<file path="config.mk">
export PLATFORM = sky130hd
export DESIGN_NAME = exhaustive_vector_tester
export DESIGN_NICKNAME = d
export VERILOG_FILES = /design/src/rtl/exhaustive_tester_pkg.sv /design/src/rtl/exhaustive_vector_tester_settle_timer.sv /design/src/rtl/exhaustive_vector_tester.sv
export SDC_FILE = /design/constraint.sdc
export NUM_CORES = 1
export LEC_CHECK = 0
export BUFFER_PORTS_ARGS = -buffer_cell sky130_fd_sc_hd__buf_2
export CORE_AREA = 2 2 48 50
export DETAILED_ROUTE_END_ITERATION = 6
export DIE_AREA = 0 0 50 52
export PLACE_DENSITY_LB_ADDON = 0.25
export SLEW_MARGIN = 20
export SYNTH_ARGS = -nofsm -noshare
export SYNTH_HDL_FRONTEND = slang
export SYNTH_SLANG_ARGS = --single-unit
</file>
<file path="constraint.sdc">
create_clock -name clk -period 3.05 [get_ports clk]
set_input_delay 0.4575 -clock clk [delete_from_list [all_inputs] [get_ports clk]]
set_output_delay 0.4575 -clock clk [all_outputs]
set_load 0.02 [all_outputs]
</file>
<file path="src/rtl/exhaustive_tester_pkg.sv">
// Shared types and helpers for the exhaustive vector tester.
package exhaustive_tester_pkg;

   typedef enum logic [1:0] {
      IDLE   = 2'd0,
      SETTLE = 2'd1,
      CHECK  = 2'd2,
      DONE   = 2'd3
   } tester_state_t;

   function automatic int vec_count(input int n_in);
      return 1 << n_in;
   endfunction

endpackage

</file>
<file path="src/rtl/exhaustive_vector_tester_settle_timer.sv">
// Loadable down-counter that sets the per-vector settle window.
module settle_timer #(
   parameter int SETTLE_CYC = 2
) (
   input  logic clk,
   input  logic reset,
   input  logic load,
   input  logic en,
   output logic zero
);

   localparam int W = $clog2(SETTLE_CYC) + 1;
   localparam logic [W-1:0] LOAD_VAL = W'(SETTLE_CYC - 1);

   logic [W-1:0] cnt_q;

   always_ff @(posedge clk or posedge reset) begin
      if (reset) begin
         cnt_q <= '0;
      end else if (load) begin
         cnt_q <= LOAD_VAL;
      end else if (en && (cnt_q != '0)) begin
         cnt_q <= cnt_q - W'(1);
      end
   end

   assign zero = (cnt_q == '0);

endmodule

</file>
<file path="src/rtl/exhaustive_vector_tester.sv">
// Sweeps a small combinational block through every input vector and scores
// its responses against a truth table.
//
// state  | meaning
// IDLE   | waiting for start, results cleared by reset
// SETTLE | current vector applied, waiting for the block to settle
// CHECK  | sample dut_out, score the vector, advance or finish
// DONE   | sweep finished, results held until the next start
module exhaustive_vector_tester
   import exhaustive_tester_pkg::*;
#(
   parameter int                     N_IN       = 3,
   parameter logic [(2**N_IN)-1:0]   EXPECTED   = 8'h31,
   parameter int                     SETTLE_CYC = 2
) (
   input  logic            clk,
   input  logic            reset,
   input  logic            start,
   output logic [N_IN-1:0] dut_in,
   input  logic            dut_out,
   output logic            busy,
   output logic            done,
   output logic            pass,
   output logic [N_IN:0]   err_count,
   output logic            fail_valid,
   output logic [N_IN-1:0] fail_vec
);

   localparam int              N_VEC    = vec_count(N_IN);
   localparam logic [N_IN-1:0] LAST_VEC = N_IN'(N_VEC - 1);

   tester_state_t   state_q;
   logic [N_IN-1:0] vec_q;
   logic [N_IN:0]   err_q;
   logic [N_IN:0]   err_d;
   logic            fail_valid_q;
   logic [N_IN-1:0] fail_vec_q;
   logic            busy_q;
   logic            done_q;
   logic            pass_q;

   logic mismatch;
   logic start_ok;
   logic last_vec;
   logic tmr_load;
   logic tmr_en;
   logic tmr_zero;

   always_comb begin
      mismatch = dut_out ^ EXPECTED[vec_q];
      err_d    = err_q + {{N_IN{1'b0}}, mismatch};
      start_ok = start && ((state_q == IDLE) || (state_q == DONE));
      last_vec = (vec_q == LAST_VEC);
      tmr_load = start_ok || ((state_q == CHECK) && !last_vec);
      tmr_en   = (state_q == SETTLE);
   end

   settle_timer #(
      .SETTLE_CYC (SETTLE_CYC)
   ) u_settle_timer (
      .clk   (clk),
      .reset (reset),
      .load  (tmr_load),
      .en    (tmr_en),
      .zero  (tmr_zero)
   );

   always_ff @(posedge clk or posedge reset) begin
      if (reset) begin
         state_q      <= IDLE;
         vec_q        <= '0;
         err_q        <= '0;
         fail_valid_q <= 1'b0;
         fail_vec_q   <= '0;
         busy_q       <= 1'b0;
         done_q       <= 1'b0;
         pass_q       <= 1'b0;
      end else begin
         case (state_q)
            IDLE, DONE: begin
               if (start_ok) begin
                  err_q        <= '0;
                  fail_valid_q <= 1'b0;
                  fail_vec_q   <= '0;
                  done_q       <= 1'b0;
                  pass_q       <= 1'b0;
                  vec_q        <= '0;
                  busy_q       <= 1'b1;
                  state_q      <= SETTLE;
               end
            end
            SETTLE: begin
               if (tmr_zero) begin
                  state_q <= CHECK;
               end
            end
            CHECK: begin
               err_q <= err_d;
               if (mismatch && !fail_valid_q) begin
                  fail_vec_q   <= vec_q;
                  fail_valid_q <= 1'b1;
               end
               // Terminate on compare so vec never wraps back to 0.
               if (last_vec) begin
                  busy_q  <= 1'b0;
                  done_q  <= 1'b1;
                  pass_q  <= (err_d == '0);
                  state_q <= DONE;
               end else begin
                  vec_q   <= vec_q + N_IN'(1);
                  state_q <= SETTLE;
               end
            end
            default: begin
               state_q <= IDLE;
            end
         endcase
      end
   end

   assign dut_in     = vec_q;
   assign busy       = busy_q;
   assign done       = done_q;
   assign pass       = pass_q;
   assign err_count  = err_q;
   assign fail_valid = fail_valid_q;
   assign fail_vec   = fail_vec_q;

endmodule

</file>
==> results by group <==
Outcome
  • Status: complete, no violations

Route
  • WL/cell: 13.66 um
  • Detailed Routing Iterations Pass 1: 4
  • WL final: 2.090 mm
  • Residual DRC count: 0
  • Vias per Instance: about 5.5
  • Via count: 842
  • Post-route ant nets: 0
  • Drt initial violations: 12

Power
  • Worst vdd ir: between 0.0005 and 0.0006 V
  • LEAKAGE: 0.6274 nW
  • Pwr dens: ~740 mW/mm^2

Clock tree
  • Setup bufs post-CTS: 0
  • Worst skew pair latency: just under 0.3 ns
  • H-tree Lvls: 1
  • Post-cts repair resize count: 0
  • CTS Sinks: 18
  • CTS tree: built
  • Hold buffers post-CTS: 0
  • Clock-pin slew on the worst setup and hold paths: around 0.1 ns
  • CTS Buf Count: 3
  • Clock buffer depth: 2
  • Clk Tree Root Cell: clkbuf_4

Worst hold path
  • Min-delay worst type: in2async

STA
  • Max Fclk: between 0.4 and 0.5 GHz
  • Final min period: 2.463 ns
  • Setup violators final: 0
  • RSZ-0062 raised after global routing: no
  • Rel. slew slack: a little over half
  • Final hold violations: 0
  • Count of final max-slew check failures: 0
  • Setup TNS: 0 ns
  • Slew @ Worst Pin: 0.6852 ns
  • Clk_skew: 0.0008170 ns
  • Fin crit share: between 80% and 90%

Yosys
  • Register area share after synthesis: between 40% and 50%
  • Avg Inst Size Synth: 9.849 sq um
  • Cell count after synthesis: roughly 110
  • Syn Std Cell Area: ~0.0011 sq mm
  • Synth unique cells: 29
  • Mapped Nets: between 100 and 150
  • Yosys synthesis warning count: 0
  • Seq cells post-synth: 18

Critical path
  • Critical Path AT: around 2.7 ns
  • Most used cell, CP: ha_1
  • Critical setup path kind: reg2reg
  • Worst stage delay on the critical path: roughly 0.42 ns
  • Critical Path Start Type: flop
  • Worst-path cell chain: inv_1 > ha_1 > nor2_1 > o21ai_0 > and2_4 > inv_1 > ha_1 > ha_1 > nor2b_1 > mux2i_1 > nor2_1 > a221o_1
  • Maximum fanout along the worst path: 5
  • Critical path endpoint category: flop
  • Crit-path slowest cell: dfrtp_1
  • Crit path required time: between 3 and 4 ns

Place
  • Placer Congestion: slightly below 0.9
  • IO Port Bufs: 17
  • Half-perimeter wire length after placement: between 1.5 and 2 mm

Final layout
  • NumNets Final: 140
  • Diode count: 0
  • Synth-to-Final Area Change: 11.66%
  • Final Util: about 57%
  • Layout cells sized above 1: between 20 and 25%

GRT
  • Number of global-route vias before repair: about 770
  • Largest net degree at the start of global routing: 19
  • First-pass GRT wire length: about 3.5 mm
  • Antenna violations before repair: 0
  • GRT overflow: 0
  • Gr usage total: 18.27%

Die
  • Die width: ~50 um
  • Vert. Die Dim: approximately 52 um
  • I/O pins: 18
  • Core area: around 0.0021 sq mm
  • Initial core utilization: about half
  • Standard-cell rows: 17
  • Area of the die: between 0.002 and 0.003 sq mm

Flow run
  • Max_cap viols: 0
[routing by layer]
metal / track usage (%) / wire length (um) / share of wire (%) / vias to the layer above
met5: 0 / 0 / 0 / -
met1: 23.95 / 1031 / 49 / 402
met2: 28.73 / 960 / 46 / 15
li1: - / - / - / 421
met4: 8.333 / 29 / 1.4 / 0
met3: 4.023 / 69 / 3.3 / 4
[kinds of logic after synthesis]
| kind of cell | Yosys count | synth area share, % |
|---|---|---|
| buffers and inverters | 13 | 4.778 |
| XOR/XNOR | 2 | 1.632 |
| AND/OR/NAND/NOR | 33 | 16.20 |
| AO/OA/AOI/OAI | 31 | 22.03 |
| flip-flops | 18 | 41.96 |
| multiplexers | 3 | 2.914 |
| adder cells (fa/ha/maj) | 9 | 10.49 |
[per-stage QoR]
| stage | total power [W] | hold WS, ns | setup WS [ns] | cells | area [sq um] |
|---|---|---|---|---|---|
| global placement | 0.0007573 | 0.4956 | 0.6998 | 150 | 1176 |
| floorplan | 0.0006734 | 0.3961 | 0.7192 | 109 | 1074 |
| CTS | 0.0008954 | 0.2758 | 0.5891 | 153 | 1199 |
| finish | 0.0008902 | 0.2541 | 0.5874 | 153 | 1199 |
| global route | 0.0009670 | 0.3215 | 0.3511 | 153 | 1199 |
| detailed placement | 0.0007745 | 0.5005 | 0.6399 | 150 | 1176 |
[path summary, 6_finish.rpt]
| kind | cells after the start | end | slack, ns | start |
|---|---|---|---|---|
| hold reg to reg | 2 | state_q[1] | 0.52 | state_q[1] |
| max in group asynchronous | 2 | dut_in[1] | 2.36 | reset |
| setup reg to reg | 12 | err_count[2] | 0.59 | dut_in[0] |
| setup / recovery | 12 | err_count[2] | 0.59 | dut_in[0] |
| hold / removal | 2 | busy | 0.25 | reset |
| min in group clk | 3 | u_settle_timer.cnt_q[0] | 0.52 | start |
[synth_stat cells]
master | n | area (sq um)
a2111oi_0 | 3 | 26.28
a21o_1 | 2 | 15.01
a21oi_1 | 5 | 25.02
a221o_1 | 1 | 10.01
a22o_1 | 6 | 52.55
a22o_2 | 2 | 20.02
a311o_2 | 3 | 33.78
and2_1 | 5 | 31.28
and2_4 | 1 | 8.760
buf_1 | 1 | 3.750
buf_2 | 2 | 10.01
clkbuf_1 | 1 | 3.750
dfrtp_1 | 18 | 450.4
ha_1 | 9 | 112.6
inv_1 | 9 | 33.78
mux2_2 | 1 | 11.26
mux2i_1 | 2 | 20.02
nand2_1 | 11 | 41.29
nand2b_1 | 3 | 18.77
nand3_1 | 1 | 5.000
nand4b_1 | 1 | 8.760
nor2_1 | 5 | 18.77
nor2b_1 | 4 | 25.02
nor3_1 | 1 | 5.000
o211a_1 | 1 | 10.01
o21ai_0 | 7 | 35.03
o41ai_1 | 1 | 8.760
or3_4 | 1 | 11.26
xnor2_1 | 2 | 17.52
[final cells by class]
| type | instances | area, sq um |
|---|---|---|
| tap | 28 | 35.03 |
| multi-input combinational | 78 | 571.8 |
| inverter | 9 | 33.78 |
| clock buffer | 3 | 22.52 |
| timing repair buffer | 17 | 85.08 |
| fill | 192 | 907.1 |
| sequential | 18 | 450.4 |
[critical path, delay by kind of cell, from the launching register on]
family,cells,cell delay [ns]
buffers and inverters,2,0.15
AO/OA/AOI/OAI,2,0.59
flip-flops,1,0.42
AND/OR/NAND/NOR,4,0.50
adder cells (fa/ha/maj),3,0.54
multiplexers,1,0.14
[layout by cell type, fill, tap and decap left out]
cell type / instances
nor2_1: 5
nor3_1: 1
nand3_1: 1
a22o_2: 2
xnor2_1: 2
a2111oi_0: 3
a21oi_1: 5
nand2b_1: 3
a21o_1: 2
mux2i_1: 2
o21ai_0: 7
nor2b_1: 4
or3_4: 1
inv_1: 9
clkbuf_4: 3
dfrtp_1: 18
ha_1: 9
nand2_1: 11
a311o_2: 3
and2_4: 1
a22o_1: 6
o211a_1: 1
mux2_2: 1
buf_2: 17
a221o_1: 1
nand4b_1: 1
and2_1: 5
o41ai_1: 1
[sequential cells by signal, indices dropped and copies added, names as in the netlist]
name                  cells
fail_valid                1
busy                      1
done                      1
fail_vec                  3
err_count                 4
pass                      1
state_q                   2
u_settle_timer.cnt_q      2
dut_in                    3
[power breakdown]
group	switching, W	leakage, nW	internal [W]	total, W
Clock	0.0000728	0.0138	0.0000459	0.000119
Combinational	0.000262	0.375	0.000177	0.000439
Sequential	0.0000450	0.238	0.000287	0.000332
(Power assumes the default switching activity.)
